## src/rtl/day3_pkg.sv

```systemverilog
// rtl/day3_pkg.sv - shared constants for the day3 edge detector
// Purpose: default counter width and synchronizer depth used by the
//          edge detector and its saturating counters.
// Ports:   none (package).
package day3_pkg;

  localparam int CNT_W_DEFAULT = 8;
  localparam int SYNC_STAGES   = 2;

endpackage

```

## src/rtl/day3_sat_cnt.sv

```systemverilog
// rtl/day3_sat_cnt.sv - saturating event counter with priority clear
// Purpose: counts inc_i pulses and holds at all-ones; clr_i zeroes the count
//          and wins over a simultaneous increment.
// Ports:   clk     - rising-edge clock
//          reset   - asynchronous active-low reset
//          inc_i   - increment request for this cycle
//          clr_i   - synchronous clear, priority over inc_i
//          cnt_o   - current count (W bits)
module day3_sat_cnt #(
  parameter int W = 8
) (
  input  logic         clk,
  input  logic         reset,
  input  logic         inc_i,
  input  logic         clr_i,
  output logic [W-1:0] cnt_o
);

  logic [W-1:0] r_cnt;
  logic         w_full;

  assign w_full = &r_cnt;

  always_ff @(posedge clk or negedge reset) begin
    if (!reset) begin
      r_cnt <= '0;
    end else if (clr_i) begin
      r_cnt <= '0;
    end else if (inc_i && !w_full) begin
      r_cnt <= r_cnt + {{(W-1){1'b0}}, 1'b1};
    end
  end

  assign cnt_o = r_cnt;

endmodule

```

## src/rtl/day3_edge_detector.sv

```systemverilog
// rtl/day3_edge_detector.sv - level-to-strobe edge detector with edge counters
// Purpose: registers one-cycle pulses on 0->1 and 1->0 transitions of the
//          sampled input and keeps a saturating count per direction.
// Config:  DAY3_SYNC_EN - when defined, a_i passes through a reset-to-0
//          synchronizer of SYNC_STAGES flops before edge detection.
// Ports:   clk            - rising-edge clock
//          reset          - asynchronous active-low reset
//          a_i            - level input to monitor
//          clear_i        - synchronous clear of both counters
//          rising_edge_o  - one-cycle pulse on a rising sampled transition
//          falling_edge_o - one-cycle pulse on a falling sampled transition
//          rise_cnt_o     - saturating rising-edge count
//          fall_cnt_o     - saturating falling-edge count
module day3_edge_detector
  import day3_pkg::*;
#(
  parameter int CNT_W = CNT_W_DEFAULT
) (
  input  logic             clk,
  input  logic             reset,
  input  logic             a_i,
  input  logic             clear_i,
  output logic             rising_edge_o,
  output logic             falling_edge_o,
  output logic [CNT_W-1:0] rise_cnt_o,
  output logic [CNT_W-1:0] fall_cnt_o
);

  logic w_s;
  logic w_rise;
  logic w_fall;
  logic r_a_q;
  logic r_rise;
  logic r_fall;

`ifdef DAY3_SYNC_EN
  logic [SYNC_STAGES-1:0] r_sync;

  always_ff @(posedge clk or negedge reset) begin
    if (!reset) begin
      r_sync <= '0;
    end else begin
      r_sync <= {r_sync[SYNC_STAGES-2:0], a_i};
    end
  end

  assign w_s = r_sync[SYNC_STAGES-1];
`else
  assign w_s = a_i;
`endif

  // History resets to 0, so a high input at the first sample counts as a rise.
  assign w_rise = w_s & ~r_a_q;
  assign w_fall = ~w_s & r_a_q;

  always_ff @(posedge clk or negedge reset) begin
    if (!reset) begin
      r_a_q  <= 1'b0;
      r_rise <= 1'b0;
      r_fall <= 1'b0;
    end else begin
      r_a_q  <= w_s;
      r_rise <= w_rise;
      r_fall <= w_fall;
    end
  end

  assign rising_edge_o  = r_rise;
  assign falling_edge_o = r_fall;

  // Counters advance on the same edge that raises the matching pulse.
  day3_sat_cnt #(.W(CNT_W)) u_rise_cnt (
    .clk   (clk),
    .reset (reset),
    .inc_i (w_rise),
    .clr_i (clear_i),
    .cnt_o (rise_cnt_o)
  );

  day3_sat_cnt #(.W(CNT_W)) u_fall_cnt (
    .clk   (clk),
    .reset (reset),
    .inc_i (w_fall),
    .clr_i (clear_i),
    .cnt_o (fall_cnt_o)
  );

endmodule

```

## config.mk

```make
export PLATFORM = sky130hd
export DESIGN_NAME = day3_edge_detector
export DESIGN_NICKNAME = d
export VERILOG_FILES = /design/src/rtl/day3_pkg.sv /design/src/rtl/day3_sat_cnt.sv /design/src/rtl/day3_edge_detector.sv
export SDC_FILE = /design/constraint.sdc
export NUM_CORES = 1
export LEC_CHECK = 0
export CORE_MARGIN = 1
export CORE_UTILIZATION = 52
export CTS_CLUSTER_DIAMETER = 40
export CTS_CLUSTER_SIZE = 28
export DETAILED_ROUTE_END_ITERATION = 10
export GPL_ROUTABILITY_DRIVEN = 0
export PLACE_DENSITY = 0.92
export SYNTH_ARGS = -nofsm -noshare
export SYNTH_HDL_FRONTEND = slang
export SYNTH_SLANG_ARGS = --single-unit
```

## constraint.sdc

```tcl
create_clock -name clk -period 2.73 [get_ports clk]
set_input_delay 0.4095 -clock clk [delete_from_list [all_inputs] [get_ports clk]]
set_output_delay 0.4095 -clock clk [all_outputs]
set_load 0.05 [all_outputs]
```

* Word level (Yosys, flattened, before mapping)
Index checks and enable logic that the tools add are counted.
Storage, ports and cells: input port bits 4, register bits 19
Operators by class: mux-type cells 4, bitwise operators 4, reduce and logical (&&, ||, !) cells 8, add/sub/neg operators 2
Operators with widths (count):
- 2-to-1 mux 8 bit | 4
- adder 8 x 1 -> 8 bit (second input constant) | 2
- AND reduction 8 bit | 2
- nonzero test 2 bit | 2
- bitwise AND 1 bit | 2
- logical AND 1 bit | 2
- logical NOT 1 bit | 2
- inverter 1 bit | 2

* Depth between registers and ports, before layout
Gate-level depths: netlist of the first run.
word-level depth 5, depth in mapped cells 5, mapped depth without buffers 5

* Hierarchy
A second synthesis of the first run with hierarchy kept.
Unflattened totals: cell total of the unflattened synthesis 99, area total of the unflattened synthesis 1101.1 um^2
Modules (own cells, without submodules):
- day3_sat_cnt | times used 2, cells an instance 47, area an instance 505.5 um^2, seq. area each 200.2 um^2
- day3_edge_detector | times used 1, cells an instance 5, area an instance 90.1 um^2, seq. area each 75.1 um^2

* Worst setup path after synthesis of the first run
Ideal clock, no wire load.
path kind register -> register, start register u_rise_cnt.r_cnt[0], in the netlist u_rise_cnt.cnt_o[0], end register u_rise_cnt.r_cnt[5], in the netlist u_rise_cnt.cnt_o[5], path buffers 0, stages on the path, launching flop included 6, slack 0.923 ns, arrival time 1.729 ns, data required time 2.652 ns, clock period less this slack 1.807 ns, path through dfrtp_1 > ha_1 > nand3_1 > o21ai_2 > or4_1 > a21oi_1
Between the ends: word-level cells in the longest chain between the ends 4, elaborated cells on any way between the ends 7, classes of those cells add/sub: 1; mux: 2; reduce/logical: 4
Ends and longest elaborated chain:
- from (decl) | RTL line day3_sat_cnt.sv:19 | logic [W-1:0] r_cnt;
- from (signal assigned) | RTL line day3_sat_cnt.sv:30 | r_cnt <= r_cnt + {{(W-1){1'b0}}, 1'b1};
- parallel branches: the longest is 4 deep, another holds adder 8 x 1 -> 8 bit
Parallel ways; which one is timed is not known. The select of a mux whose other input is x is not followed. A chain may end at the register's enable or synchronous reset.

* Final worst setup path of the first run
start register u_rise_cnt.r_cnt[3], in the netlist u_rise_cnt.cnt_o[3], end output rise_cnt_o[3]
RTL lines:
- to (decl) | RTL line day3_edge_detector.sv:25 | output logic [CNT_W-1:0] rise_cnt_o,
No word-level cell between the ends.

==> flow_metrics.tcl, run 1 <==
set metrics [dict create \
    status "complete, no violations" \
    wl_per_cell_um 12.8 \
    fmax_ghz 0.493 \
    stdcell_count 145 \
    drive_gt1_frac 0.0917 \
    post_cts_buffers 0 \
    switching_share 0.271 \
    cp.buffers_inverters 1 \
    crit_chain "clkdlybuf4s50_1" \
    synthAdderAreaFrac 0.0262 \
    numCtsBuffers 3 \
    htreeDepth 1 \
    avgSynthCellArea_um2 9.94 \
    path_max_fanout 7 \
    diodes 0 \
    maxSlewHeadroom 0.458 \
    placed_cells 141 \
    synth_ff_type "dfrtp_1" \
    finalSetupViolCount 0 \
    clk_pin_slew_ns 0.11 \
    dp_hpwl_mm 1.39 \
    hold_viol 0 \
    clockBufferDepth 2 \
    syn2layout_area_growth_pct 28.4 \
    numPortBuffers 21 \
    crit_required_ns 2.32 \
    synth_mux_area_frac 0.0419 \
    syn_nets 102 \
    yosysWarnings 0 \
    drt-initial-drc-count 7 \
    grt_usage 0.199 \
    async_flop_share 1.00 \
    regArea_um2 475 \
    fill_cells 138 \
    vdd_drop_max_mv 0.319 \
    fin_hold_ws_ns 0.558 \
    crit_type "flip-flop to output port" \
    max_stage_delay_ns 0.85 \
    seq_area_frac_synth 0.498 \
    synth_xor_area_frac 0.0459 \
    worst_setup_path_end_kind "output port" \
    cts_hold_buf 0 \
    synth_top_family_by_area "simple AND/OR/NAND/NOR gates" \
    remaining_drc_errors 0 \
    synth_area_leaders "dfrtp_1 (50%), nor2_1 (5.9%), mux2i_1 (4.2%), xor2_1 (3.7%), nand3_1 (3.1%)" \
    cts_tree "done" \
    crit_slowest_cell "clkdlybuf4s50_1" \
    numClockSinks 19 \
    p_leak_uw 0.000516 \
    crit_path_start_kind "flip-flop" \
    clkLatencyLatePin_ns 0.31 \
    switchingPower_uw 136 \
    clock_skew_ns 0.00761 \
    pwr-share-seq 0.585 \
    fp.dieW_um 44.8 \
    cts-root-buf "clkbuf_4" \
    cts.repair.resized 0 \
    placed_area_um2 1200 \
    die_h_um 44.8 \
    yosysTopAreaCell "dfrtp_1" \
    tns_ns 0 \
    viasPerCell 5.61 \
    grt_pass1_vias 705 \
    synth_top_area_share 0.498 \
    cap_violations 0 \
    hold_class "input pin to asynchronous set/reset pin" \
    r2r_setup_slack_ns 1.06 \
    initial_core_util 0.553 \
    fin_area_um2 1230 \
    power_uw 500 \
    multi_input_area_um2 455 \
    final_nets 127 \
    grt_max_degree 20 \
    yosys.area_share.simple 0.242 \
    ys_seq_elements 19 \
    netlist_instances 96 \
    grt_antenna_before_repair 0 \
    ios 22 \
    clkPwrFrac 0.292 \
    synth_cell_types 34 \
    layout_min_cycle_time_ns 2.03 \
    fin_crit_sh 0.743 \
    core_area_um2 1730 \
    die-area_um2 2010 \
    netlist_area_um2 955 \
    synth_compound_area_frac 0.121 \
    vias 813 \
    worst_slew_pin_slew_ns 0.810 \
    cpLargestDelayFamily "buffers and inverters" \
    dr.pass1.iters 4 \
    rows 15 \
    synth_most_common_cell "dfrtp_1" \
    arrival_ns 1.62 \
    intPower_uw 364 \
    power.density_nw_per_um2 408 \
    synth_edf_count 0 \
    drt-total-wl_mm 1.86 \
    grt_pass1_wl_mm 2.87 \
    drv_slew 0 \
    combPwrFrac 0.123 \
    ant_nets 0 \
    overflow 0 \
    rsz0062_at_grt "no" \
    yosys-top-cells-count "dfrtp_1 (19), nor2_1 (15), nand2_1 (7), nand3_1 (6)" \
]
-- through the flow --
stage                     utilization  setup WS (ns)
final                           0.710          0.702
after global routing            0.710          0.633
after CTS                       0.710          0.679
after detailed placement        0.693          0.752
after global placement          0.693          0.823
after floorplan                     -          0.923
-- layout by cell type, fill, tap and decap left out, drive strengths merged, types with 3 or more instances in the layout --
| master | count |
|---|---|
| a21oi | 3 |
| clkbuf | 3 |
| clkdlybuf4s50 | 21 |
| dfrtp | 19 |
| inv | 3 |
| mux2i | 4 |
| nand2 | 7 |
| nand3 | 6 |
| nand4 | 3 |
| nor2 | 15 |
| nor3 | 3 |
| o21ai | 3 |
| or4 | 3 |
| xor2 | 4 |
-- kinds of logic (layout without fill, tap and decap cells) --
| group | Yosys count | after routing |
|---|---|---|
| xor gates and xnor gates | 5 | 5 |
| AOI/OAI and AO/OA | 16 | 16 |
| and+or+nand+nor | 44 | 44 |
| buffers and inverters | 6 | 30 |
| DFF | 19 | 19 |
| adders and majority gates | 2 | 2 |
| muxes | 4 | 4 |
-- routing by layer --
metal | up-vias | track usage | part of all wire
li1 | 392 | - | -
met1 | 388 | 0.252 | 0.41
met2 | 26 | 0.303 | 0.51
met3 | 7 | 0.0680 | 0.049
met4 | 0 | 0.103 | 0.022
met5 | - | 0 | 0
-- final timing paths --
check	startpoint	end	depth (start not counted)
max	u_rise_cnt.cnt_o[3]$_DFFE_PN0P_	rise_cnt_o[3]	1
min	reset	u_fall_cnt.cnt_o[4]$_DFFE_PN0P_	1
max reg2reg	u_rise_cnt.cnt_o[0]$_DFFE_PN0P_	u_rise_cnt.cnt_o[5]$_DFFE_PN0P_	5
min reg2reg	u_fall_cnt.cnt_o[6]$_DFFE_PN0P_	u_fall_cnt.cnt_o[6]$_DFFE_PN0P_	1
max in group asynchronous	reset	falling_edge_o$_DFF_PN0_	1
min in group clk	u_fall_cnt.cnt_o[6]$_DFFE_PN0P_	u_fall_cnt.cnt_o[6]$_DFFE_PN0P_	1
-- flip-flops by register name, summed over array words and instances, names as in the netlist --
register          count
falling_edge_o        1
rising_edge_o         1
r_a_q                 1
u_rise_cnt.cnt_o      8
u_fall_cnt.cnt_o      8
-- final cells by class --
class                   instances  share of cell area
flip-flops and latches         19               0.388
clock buffers                   3              0.0184
inverters                       4              0.0133
repair buffers                 22               0.178
clock inverters                 1             0.00612
well taps                      25              0.0255
multi-input cells              71               0.371
-- power groups by stage --
stage               Combinational, uW  Clock, uW  Sequential [uW]
global placement                 61.1          0              298
CTS                              62.3        152              293
detailed placement               61.9          0              298
floorplan                        17.8          0              316
global route                     65.4        166              294
finish                           61.5        146              293
No activity file was read; power rests on OpenSTA's default activity.
==> run 2, diff against run 1 <==
Settings changed: CORE_UTILIZATION 52 to 43, PLACE_DENSITY 0.92 to 0.82.
Clock period 2.73 ns to 1.73 ns, I/O delays scaled along.
==> run 2 against run 1 <==
Combinational power grew 71%. Non-clock buffer count grew 6. Via count increased by 0.86%. Critical path type unchanged. Highest routed layer unchanged.
==> flow_metrics.tcl, run 2 (synthesized netlist as in run 1, its figures left out) <==
set metrics [dict create \
    status "complete, no violations" \
    cp.buffers_inverters 1 \
    rows 16 \
    core_area_um2 2020 \
    drive_gt1_frac 0.286 \
    pwr-share-seq 0.589 \
    utilization 0.611 \
    vias 820 \
    hold_viol 0 \
    numPortBuffers 21 \
    final_nets 133 \
    maxSlewHeadroom 0.671 \
    fill_cells 171 \
    die_h_um 49.1 \
    stdcell_count 153 \
    clk_pin_slew_ns 0.11 \
    initial_core_util 0.472 \
    layout_min_cycle_time_ns 1.68 \
    fp.dieW_um 49.1 \
    grt_usage 0.174 \
    regArea_um2 479 \
    placed_area_um2 1210 \
    grt_pass1_wl_mm 3.23 \
    cts.repair.resized 0 \
    drt-total-wl_mm 1.97 \
    crit_path_start_kind "flip-flop" \
    numCtsBuffers 3 \
    htreeDepth 1 \
    crit_chain "clkdlybuf4s50_1" \
    numClockSinks 19 \
    vdd_drop_max_mv 0.449 \
    drt-initial-drc-count 18 \
    dr.pass1.iters 4 \
    switchingPower_uw 207 \
    clockBufferDepth 2 \
    wl_per_cell_um 12.8 \
    max_stage_delay_ns 0.79 \
    p_leak_uw 0.000577 \
    grt_max_degree 20 \
    cpLargestDelayFamily "buffers and inverters" \
    combPwrFrac 0.133 \
    ios 22 \
    rsz0062_at_grt "no" \
    die-area_um2 2410 \
    overflow 0 \
    layout_common_cells "buf_4 (23), dfrtp_1 (16), nor2_1 (15)" \
    post_cts_buffers 0 \
    multi_input_area_um2 455 \
    cts_tree "done" \
    crit_required_ns 1.47 \
    drv_slew 0 \
    setup_slack_ns 0.0502 \
    clkPwrFrac 0.278 \
    grt_pass1_vias 744 \
    final_common_cell "buf_4" \
    arrival_ns 1.42 \
    cts-root-buf "clkbuf_4" \
    worst_setup_path_end_kind "output port" \
    grt_antenna_before_repair 0 \
    worst_slew_pin_slew_ns 0.492 \
    power.density_nw_per_um2 636 \
    remaining_drc_errors 0 \
    crit_slowest_cell "clkdlybuf4s50_1" \
    hold_class "input pin to asynchronous set/reset pin" \
    switching_share 0.264 \
    cts_hold_buf 0 \
    viasPerCell 5.36 \
    finalSetupViolCount 0 \
    clock_skew_ns 0.00570 \
    fin_area_um2 1230 \
    tns_ns 0 \
    diodes 0 \
    place_worst_setup_slack_ns -0.0428 \
    clkLatencyLatePin_ns 0.29 \
    fmax_ghz 0.595 \
    placed_cells 149 \
    intPower_uw 579 \
    crit_type "flip-flop to output port" \
    path_max_fanout 1 \
    syn2layout_area_growth_pct 29.4 \
    cap_violations 0 \
    fin_crit_sh 0.971 \
    ant_nets 0 \
    dp_hpwl_mm 1.44 \
]
[run 2: final cells by class]
cell class	count	share of cell area
Timing Repair Buffer	28	0.180
Sequential cell	19	0.388
Tap cell	27	0.0274
Inverter	4	0.0132
Multi-Input combinational cell	71	0.369
Clock buffer	3	0.0182
Clock inverter	1	0.00405
[run 2: worst paths after layout]
check,startpoint,end,slack (ns),cells after the start
max in group asynchronous,reset,u_rise_cnt.cnt_o[0]$_DFFE_PN0P_,1.22,2
hold / removal,reset,u_fall_cnt.cnt_o[1]$_DFFE_PN0P_,0.30,2
hold reg to reg,u_fall_cnt.cnt_o[5]$_DFFE_PN0P_,u_fall_cnt.cnt_o[5]$_DFFE_PN0P_,0.58,1
min in group clk,a_i,r_a_q$_DFF_PN0_,0.55,1
setup reg to reg,u_rise_cnt.cnt_o[0]$_DFFE_PN0P_,u_rise_cnt.cnt_o[5]$_DFFE_PN0P_,0.08,5
setup / recovery,rising_edge_o$_DFF_PN0_,rising_edge_o,0.05,1
[run 2: power groups by stage]
stage	Clock, uW	Combinational (uW)	Sequential, uW
CTS	232	106	463
finish	218	105	463
detailed placement	0	105	471
global placement	0	103	471
floorplan	0	28.1	500
global route	250	111	464
[run 2: layer usage]
| layer | GRT usage | wire length (um) | up-vias |
|---|---|---|---|
| li1 | - | - | 406 |
| met1 | 0.225 | 931 | 387 |
| met2 | 0.285 | 912 | 25 |
| met3 | 0.0467 | 100 | 2 |
| met4 | 0.0441 | 21 | 0 |
| met5 | 0 | 0 | - |
[run 2: metrics by stage]
stage               hold WS (ns)  total power (uW)
floorplan                -0.0361               528
global placement           0.541               574
detailed placement         0.558               577
CTS                        0.296               801
global route               0.308               826
finish                     0.302               786
==> run 3, diff against run 2 <==
Settings changed: SLEW_MARGIN set to 5.
==> results of run 3 <==
Final layout, timing and power as in run 2 (identical DEF).
